### src/rtl/div_stall_ctrl_if.sv
// rtl/div_stall_ctrl_if.sv - E-stage divider handshake: operands and cancel in, stall and hi/lo result out
interface div_stall_ctrl_if #(
  parameter int WIDTH = 32
);
  logic             div_startE;
  logic             signedE;
  logic [WIDTH-1:0] srcaE;
  logic [WIDTH-1:0] srcbE;
  logic             cancel;
  logic             div_stall;
  logic             hilo_we;
  logic [WIDTH-1:0] hi_out;
  logic [WIDTH-1:0] lo_out;
  logic             busy;

  modport master (
    output div_startE, signedE, srcaE, srcbE, cancel,
    input  div_stall, hilo_we, hi_out, lo_out, busy
  );

  modport slave (
    input  div_startE, signedE, srcaE, srcbE, cancel,
    output div_stall, hilo_we, hi_out, lo_out, busy
  );
endinterface

### src/rtl/div_stall_ctrl.sv
// rtl/div_stall_ctrl.sv - iterative restoring DIV/DIVU with pipeline stall; DIV_EARLY_TERM_EN skips RUN for trivial divides
module div_stall_ctrl #(
  parameter int WIDTH = 32
) (
  input  logic           clk,
  input  logic           reset,
  div_stall_ctrl_if.slave bus
);
  localparam int CW = $clog2(WIDTH + 1);

  localparam logic [1:0] S_IDLE = 2'd0;
  localparam logic [1:0] S_RUN  = 2'd1;
  localparam logic [1:0] S_DONE = 2'd2;

  logic [1:0]       r_state;
  logic [CW-1:0]    r_count;
  logic [WIDTH-1:0] r_rem;
  logic [WIDTH-1:0] r_quo;
  logic [WIDTH-1:0] r_dvsr;
  logic [WIDTH-1:0] r_dvnd;
  logic             r_neg_q;
  logic             r_neg_r;
  logic             r_dz;
  logic             r_we;
  logic [WIDTH-1:0] r_hi;
  logic [WIDTH-1:0] r_lo;

  logic             w_start;
  logic             w_a_neg;
  logic             w_b_neg;
  logic [WIDTH-1:0] w_a_abs;
  logic [WIDTH-1:0] w_b_abs;
  logic             w_b_zero;
  logic             w_early;
  logic [WIDTH:0]   w_rem_sh;
  logic             w_ge;
  logic [WIDTH-1:0] w_rem_nxt;
  logic [WIDTH-1:0] w_quo_nxt;
  logic             w_last;
  logic [WIDTH-1:0] w_lo_fin;
  logic [WIDTH-1:0] w_hi_fin;

  assign w_start  = (r_state == S_IDLE) & bus.div_startE & ~bus.cancel;
  assign w_a_neg  = bus.signedE & bus.srcaE[WIDTH-1];
  assign w_b_neg  = bus.signedE & bus.srcbE[WIDTH-1];
  assign w_a_abs  = w_a_neg ? -bus.srcaE : bus.srcaE;
  assign w_b_abs  = w_b_neg ? -bus.srcbE : bus.srcbE;
  assign w_b_zero = (bus.srcbE == '0);

`ifdef DIV_EARLY_TERM_EN
  assign w_early = w_b_zero | (w_a_abs < w_b_abs);
`else
  assign w_early = 1'b0;
`endif

  // The shifted partial remainder needs one extra bit: divisors above 2^(WIDTH-1) can be exceeded only there.
  assign w_rem_sh  = {r_rem, r_quo[WIDTH-1]};
  assign w_ge      = (w_rem_sh >= {1'b0, r_dvsr});
  assign w_rem_nxt = w_ge ? (w_rem_sh[WIDTH-1:0] - r_dvsr) : w_rem_sh[WIDTH-1:0];
  assign w_quo_nxt = {r_quo[WIDTH-2:0], w_ge};
  assign w_last    = (r_count == CW'(WIDTH - 1));

  assign w_lo_fin = r_dz ? '1     : (r_neg_q ? -w_quo_nxt : w_quo_nxt);
  assign w_hi_fin = r_dz ? r_dvnd : (r_neg_r ? -w_rem_nxt : w_rem_nxt);

  always_ff @(posedge clk or negedge reset) begin
    if (!reset) begin
      r_state <= S_IDLE;
      r_count <= '0;
      r_rem   <= '0;
      r_quo   <= '0;
      r_dvsr  <= '0;
      r_dvnd  <= '0;
      r_neg_q <= 1'b0;
      r_neg_r <= 1'b0;
      r_dz    <= 1'b0;
      r_we    <= 1'b0;
      r_hi    <= '0;
      r_lo    <= '0;
    end else begin
      case (r_state)
        S_IDLE: begin
          r_we <= 1'b0;
          if (w_start) begin
            r_count <= '0;
            r_rem   <= '0;
            r_quo   <= w_a_abs;
            r_dvsr  <= w_b_abs;
            r_dvnd  <= bus.srcaE;
            r_neg_q <= w_a_neg ^ w_b_neg;
            r_neg_r <= w_a_neg;
            r_dz    <= w_b_zero;
            if (w_early) begin
              // Quotient is zero (or divide-by-zero): remainder is the raw dividend either way.
              r_hi    <= bus.srcaE;
              r_lo    <= w_b_zero ? '1 : '0;
              r_we    <= 1'b1;
              r_state <= S_DONE;
            end else begin
              r_state <= S_RUN;
            end
          end
        end
        S_RUN: begin
          if (bus.cancel) begin
            r_count <= '0;
            r_state <= S_IDLE;
          end else begin
            r_rem   <= w_rem_nxt;
            r_quo   <= w_quo_nxt;
            r_count <= r_count + CW'(1);
            if (w_last) begin
              r_hi    <= w_hi_fin;
              r_lo    <= w_lo_fin;
              r_we    <= 1'b1;
              r_state <= S_DONE;
            end
          end
        end
        S_DONE: begin
          r_we    <= 1'b0;
          r_state <= S_IDLE;
        end
        default: begin
          r_we    <= 1'b0;
          r_state <= S_IDLE;
        end
      endcase
    end
  end

  // Stall is gated by reset so a held start cannot freeze the pipe while the block is being reset.
  assign bus.div_stall = reset & (w_start | (r_state == S_RUN));
  assign bus.hilo_we   = r_we;
  assign bus.hi_out    = r_hi;
  assign bus.lo_out    = r_lo;
  assign bus.busy      = (r_state != S_IDLE);
endmodule
### src/flat_wrapper.sv
// flat-port wrapper written by rule: the top's interface ports become plain ports
module div_stall_ctrl_flat 
#(
  parameter int WIDTH = 32
)
  (clk, reset, bus_div_startE, bus_signedE, bus_srcaE, bus_srcbE, bus_cancel, bus_div_stall, bus_hilo_we, bus_hi_out, bus_lo_out, bus_busy);
  div_stall_ctrl_if #(.WIDTH(WIDTH)) bus_i ();
  input  logic clk;
  input  logic reset;
  input wire logic [$bits(bus_i.div_startE)-1:0] bus_div_startE;
  input wire logic [$bits(bus_i.signedE)-1:0] bus_signedE;
  input wire logic [$bits(bus_i.srcaE)-1:0] bus_srcaE;
  input wire logic [$bits(bus_i.srcbE)-1:0] bus_srcbE;
  input wire logic [$bits(bus_i.cancel)-1:0] bus_cancel;
  output wire logic [$bits(bus_i.div_stall)-1:0] bus_div_stall;
  output wire logic [$bits(bus_i.hilo_we)-1:0] bus_hilo_we;
  output wire logic [$bits(bus_i.hi_out)-1:0] bus_hi_out;
  output wire logic [$bits(bus_i.lo_out)-1:0] bus_lo_out;
  output wire logic [$bits(bus_i.busy)-1:0] bus_busy;
  assign bus_i.div_startE = bus_div_startE;
  assign bus_i.signedE = bus_signedE;
  assign bus_i.srcaE = bus_srcaE;
  assign bus_i.srcbE = bus_srcbE;
  assign bus_i.cancel = bus_cancel;
  assign bus_div_stall = bus_i.div_stall;
  assign bus_hilo_we = bus_i.hilo_we;
  assign bus_hi_out = bus_i.hi_out;
  assign bus_lo_out = bus_i.lo_out;
  assign bus_busy = bus_i.busy;
  div_stall_ctrl #(.WIDTH(WIDTH)) u_core (.clk(clk), .reset(reset), .bus(bus_i));
endmodule
### config.mk
export PLATFORM = sky130hd
export DESIGN_NAME = div_stall_ctrl_flat
export DESIGN_NICKNAME = d
export VERILOG_FILES = /design/src/rtl/div_stall_ctrl_if.sv /design/src/rtl/div_stall_ctrl.sv /design/src/flat_wrapper.sv
export SDC_FILE = /design/constraint.sdc
export NUM_CORES = 1
export LEC_CHECK = 0
export ABC_AREA = 1
export CAP_MARGIN = 20
export CORE_MARGIN = 3
export CORE_UTILIZATION = 46
export DETAILED_ROUTE_END_ITERATION = 8
export HOLD_SLACK_MARGIN = 0.03
export MAX_ROUTING_LAYER = met4
export PLACE_DENSITY = 0.66
export SYNTH_ARGS = -nofsm -noshare
export SYNTH_HDL_FRONTEND = slang
export SYNTH_SLANG_ARGS = --single-unit
### constraint.sdc
create_clock -name clk -period 10.1 [get_ports clk]
set_clock_uncertainty 0.15 [all_clocks]
set_input_delay 1.01 -clock clk [delete_from_list [all_inputs] [get_ports clk]]
set_output_delay 1.01 -clock clk [all_outputs]
set_load 0.01 [all_outputs]
* Yosys cells after proc, flatten, opt, wreduce, memory -nomap -nowiden *
Cells that the tools add are included.

word-level totals
  output and inout port bits = 67
  RAM bits = 0
  register bits after elaboration = 204
  bits in latches = 0
  ROM bits = 0
  bits of input ports = 69
  memories = 0
  logic and storage cells = 66

cells by class
  multiply operators = 0
  divide/modulo/power cells = 0
  shifts and indexed selects = 0
  bitwise gates (word level) = 8
  reductions and logical operators = 10
  add/sub/neg operators = 6
  mux-type cells = 23
  order comparisons = 1
  eq/ne operators = 6

operators by type and width
  cell                   count
  $mux W32               11
  $neg A32 Y32           4
  $pmux W32 S2           2
  $ge A33 B32 Y1         1
  $logic_not A32 Y1      1
  $sub A32 B32 Y32       1
  $mux W6                2
  $pmux W6 S2            1
  $reduce_and A2 Y1      4
  $add A6 B1 Y6 const B  1
  $eq A6 B5 Y1 const B   1
  $mux W2                3
  $reduce_and A3 Y1      2
  $and A1 B1 Y1          5
  $ne A2 B1 Y1 const B   2
  $pmux W2 S2            1
  $reduce_bool A2 Y1     2
  $mux W1                3
  $ne A3 B2 Y1 const B   1
  $eq A2 B1 Y1 const B   1
  $logic_not A2 Y1       1
  $ne A2 B2 Y1 const B   1
  $not A1 Y1             1
  $or A1 B1 Y1           1
  $xor A1 B1 Y1          1

* Longest topological paths before layout *
  word-level depth = 5
  depth in mapped cells = 27
  depth with buffers taken out = 26

* Worst setup path before layout *
OpenSTA, ideal clock, no wires.

  kind = register -> register
  start point = register u_core.r_rem[7]
  end point = register u_core.r_lo[30] (netlist: u_core.bus.lo_out[30])
  arrival = 3.527 ns
  clock period less this slack = 3.742 ns
  path buffers = 1
  stages on the path, launching flop included = 25
  slack = 6.358 ns
  cell sequence = dfrtp_1 > ha_1 > nand2_2 > inv_1 > a21oi_2 > nand3_2 > nand2_2 > nand2_2 > nand3_4 > nand2_8 > inv_2 > buf_6 > ha_1 > nand3_1 > nor3_1 > nand4_1 > nand3b_1 > nor2_1 > nand4_1 > nand2_1 > o21ai_0 > a21oi_1 > xor2_1 > o22ai_1 > inv_1

between the ends
  word-level cells in the longest chain between the ends = 4

RTL lines
  item                    RTL line               text
  from (decl)             div_stall_ctrl.sv:17   logic [WIDTH-1:0] r_rem;
  from (signal assigned)  div_stall_ctrl.sv:109  r_rem <= w_rem_nxt;
  $ge A33 B32 Y1          div_stall_ctrl.sv:58   assign w_ge = (w_rem_sh >= {1'b0, r_dvsr});
  $neg A32 Y32            div_stall_ctrl.sv:63   assign w_lo_fin = r_dz ? '1 : (r_neg_q ? -w_quo_nxt : w_quo_nxt);
  $mux W32 (2 in series)  div_stall_ctrl.sv:63
  to (signal assigned)    div_stall_ctrl.sv:96   r_lo <= w_b_zero ? '1 : '0;
  to (signal assigned)    div_stall_ctrl.sv:114  r_lo <= w_lo_fin;
  to (decl)               div_stall_ctrl.sv:26   logic [WIDTH-1:0] r_lo;

Every way passes these cells.
A chain may end at the register's enable or synchronous reset.

* Worst setup path after layout *
  start point = register u_core.r_dvsr[29]
  end point = register u_core.r_lo[30] (netlist: u_core.bus.lo_out[30])

between the ends
  word-level cells in the longest chain between the ends = 4

RTL lines
  item                    RTL line              text
  from (decl)             div_stall_ctrl.sv:19  logic [WIDTH-1:0] r_dvsr;
  from (signal assigned)  div_stall_ctrl.sv:88  r_dvsr <= w_b_abs;
  $ge A33 B32 Y1          div_stall_ctrl.sv:58
  $neg A32 Y32            div_stall_ctrl.sv:63
  $mux W32 (2 in series)  div_stall_ctrl.sv:63

Every way passes these cells.

==> flow_summary.ini <==
[die]
fp.dieH_um = 181
io_pins = 136
rows = 63
fp.dieW_um = 181
start_util = 0.471
die_area_um2 = 32800
core_um2 = 30000

[pwr]
switching_share = 0.514
power.leakage_nw = 8.30
p_seq_frac = 0.229
power_density_nw_per_um2 = 295
ir_drop_v = 0.000175
combPwrFrac = 0.591
internal_power_mw = 2.38
power_frac_clock = 0.181
p_sw_mw = 2.52

[cts]
cts_sinks = 204
ctsHoldBuffers = 0
clk_path_buf_depth = 3
cts_setup_buffers = 0
post_cts_resized = 0
cts_root_buf = clkbuf_16
clk-insertion-delay-late_ns = 0.53
clkTransAtPathRegs_ns = 0.06
cts_tree = built
cts_max_level = 1
numCtsBuffers = 25

[placed_design]
portBuffers = 135
place.gp.congestion = 0.961
hpwl_um = 35500

[timing]
fin_crit_ns = 5.25
period_share = 0.519
finalHoldViolCount = 0
maxSlewViolCount = 0
worstMarginPinSlew_ns = 1.07
rsz0062_at_grt = no
whs_ns = 0.328
setup_tns_ns = 0
setup_viol = 0
relSlewSlack = 0.289
max_freq_ghz = 0.191

[route]
route.detailed.drc = 0
viasPerCell = 5.43
drt_iter0_markers = 1179
vias = 14100
wire_per_inst_um = 18.0
ant_nets = 0
routed_wl_um = 46600
dr.pass1.iters = 5

[min_path]
min_path_type = flop to flop
hold_start = u_core.bus.hi_out[28]
hold_depth = 2

[grt]
track_usage = 0.287
grt_pass1_wl_um = 73700
grt_start_max_net_pins = 122
antenna_found_initial = 0
grt_pass1_vias = 13300
grt-ovfl-total = 0

[setup_path]
required_ns = 10.41
end_kind = flop
rr_worst_depth = 24
worst_setup_path_start_kind = flop
crit_fanout = 44
worstReg2RegStart = u_core.r_dvsr[29]
cp-startpoint = u_core.r_dvsr[29]
crit_type = flop to flop
cp_data_arrival_time_ns = 5.56

[synthesis]
syn-cell-area_um2 = 14100
ys_seq_elements = 204
syn_nets = 2184
ys_warn_count = 0
syn-instance-count = 2077
yosysTopAreaCellShare = 0.362
synth_seq_area_share = 0.362
ys_types = 50
synthTopCellsByArea = dfrtp_1 (36%), nand2_1 (16%), o21ai_0 (6.7%)
avgSynthCellArea_um2 = 6.79
synth_top_area_cell = dfrtp_1

[layout]
nets = 2286
final.fill_count = 3046
layout-drive-gt1-share = 0.0633
syn2layout_area_growth_pct = 17.6
antenna_cells = 0

[status]
status = finished, final reports clean

[run]
max_cap_viol_count = 0
-- metrics by stage --
| stage | std cells | utilization | setup slack [ns] | instance area (um2) | total power [mW] |
|---|---|---|---|---|---|
| final | 2586 | 0.554 | 4.85 | 16600 | 4.90 |
| after floorplan | 2077 | - | 6.36 | 14100 | 3.21 |
| after CTS | 2583 | 0.551 | 4.50 | 16500 | 4.88 |
| after detailed placement | 2539 | 0.525 | 4.42 | 15700 | 3.97 |
| after global routing | 2586 | 0.554 | 4.33 | 16600 | 5.30 |
| after global placement | 2539 | 0.525 | 4.49 | 15700 | 3.95 |
-- state kept, by name, summed over array words and instances, names as in the netlist --
signal / flops
u_core.r_neg_r: 1
u_core.r_dvsr: 32
u_core.r_rem: 32
u_core.r_dvnd: 32
u_core.r_count: 6
u_core.r_dz: 1
u_core.r_state: 2
u_core.bus.lo_out: 32
u_core.r_quo: 32
u_core.bus.hilo_we: 1
u_core.r_neg_q: 1
u_core.bus.hi_out: 32
-- power groups by stage --
stage	combinational (mW)	sequential, mW	clock (mW)
after floorplan	2.14	1.07	0
after global placement	2.82	1.13	0
after detailed placement	2.84	1.13	0
after CTS	2.86	1.12	0.902
after global routing	3.24	1.14	0.930
final	2.89	1.12	0.885
-- per-layer routing --
layer / vias up / GRT usage / wire length (um) / share of wire
met4: 0 / 0.0704 / 1260 / 0.027
li1: 6901 / - / - / -
met5: - / - / 0 / 0
met2: 477 / 0.422 / 20100 / 0.43
met3: 70 / 0.0296 / 2700 / 0.058
met1: 6602 / 0.425 / 22600 / 0.48
-- cells by family after synthesis --
kind of cell | count (synthesis) | share of synthesized area
AND/OR/NAND/NOR | 1039 | 0.314
AO/OA/AOI/OAI | 373 | 0.147
buffers and inverters | 348 | 0.0963
flip-flops | 204 | 0.362
XOR/XNOR | 75 | 0.0466
adder cells (fa/ha/maj) | 38 | 0.0342
-- Yosys cell counts, drive strengths merged --
cell      n
ha       37
o221ai    3
buf      20
a41oi     1
or2       4
nand3   118
nand4    26
o22ai    24
a22o      1
clkinv    4
nor4      5
nand2   633
dfrtp   204
o211ai   28
nor2    211
nor3b     1
a22oi     2
a21oi    80
fa        1
o31ai     4
a31oi    14
nor3     33
nand3b    7
and2      1
xnor2    18
inv     273
a21o      1
o21ai   209
o21bai    5
o32ai     1
clkbuf   51
xor2     57
-- layout make-up --
class	instances	area (um2)	area share
Clock buffer	36	707	0.0426
Clock inverter	8	93.8	0.00566
Inverter	277	1040	0.0627
Multi-Input combinational cell	1525	7670	0.462
Sequential cell	204	5100	0.308
Tap cell	390	488	0.0294
Timing Repair Buffer	146	1490	0.0895
-- layout by cell type (no fill, tap or decap), types with 3 or more instances in the layout --
master | Yosys | final
o22ai_1 | 24 | 24
clkinv_2 | 0 | 5
nand3b_1 | 7 | 7
nor2_2 | 16 | 18
inv_1 | 253 | 253
nor4_1 | 5 | 5
o31ai_1 | 4 | 4
o21ai_2 | 7 | 7
clkbuf_8 | 0 | 5
xnor2_1 | 18 | 18
xor2_1 | 57 | 57
nand2_2 | 21 | 21
nand3_2 | 3 | 3
o221ai_1 | 3 | 3
ha_1 | 37 | 37
nand4_1 | 26 | 26
nand3_4 | 2 | 3
o211ai_1 | 28 | 28
o21bai_1 | 5 | 5
clkbuf_1 | 51 | 7
nand2_1 | 610 | 610
buf_4 | 1 | 8
clkdlybuf4s50_1 | 0 | 134
dfrtp_1 | 204 | 204
a31oi_1 | 14 | 14
o21ai_1 | 12 | 12
nor2_1 | 189 | 186
inv_2 | 20 | 20
clkbuf_16 | 0 | 25
a21oi_1 | 78 | 78
nor2_4 | 6 | 7
clkinv_1 | 4 | 4
or2_2 | 3 | 3
nor3_1 | 30 | 30
nand3_1 | 113 | 112
o21ai_0 | 190 | 190
-- worst max-delay path, stage by stage (launching register included) --
cell and delay, ns:
dfrtp_1 0.38, inv_1 0.18, ha_1 0.36, nand2_1 0.24
nor2_1 0.06, nand2_1 0.09, nor2_1 0.09, nand3_1 0.11
nand3_2 0.10, nor2_4 0.41, nand2_8 0.30, inv_2 0.36
ha_1 0.23, nand3_1 0.12, nor3_1 0.36, nand4_1 0.21
nand3b_1 0.24, nor2_1 0.19, nand4_1 0.18, nand2_1 0.13
o21ai_0 0.13, a21oi_1 0.18, xor2_1 0.19, o22ai_1 0.09
inv_1 0.08
-- path summary, 6_finish.rpt --
| check | to | slack [ns] |
|---|---|---|
| worst max-delay path | u_core.bus.lo_out[30] | 4.85 |
| worst min-delay path | u_core.bus.hi_out[28] | 0.33 |
| min in group asynchronous | u_core.r_dvsr[17] | 0.34 |
| worst max register to register | u_core.bus.lo_out[30] | 4.85 |
| worst min register to register | u_core.bus.hi_out[28] | 0.33 |
| max in group asynchronous | u_core.r_quo[22] | 8.15 |
Power figures use the tool's default switching activity.
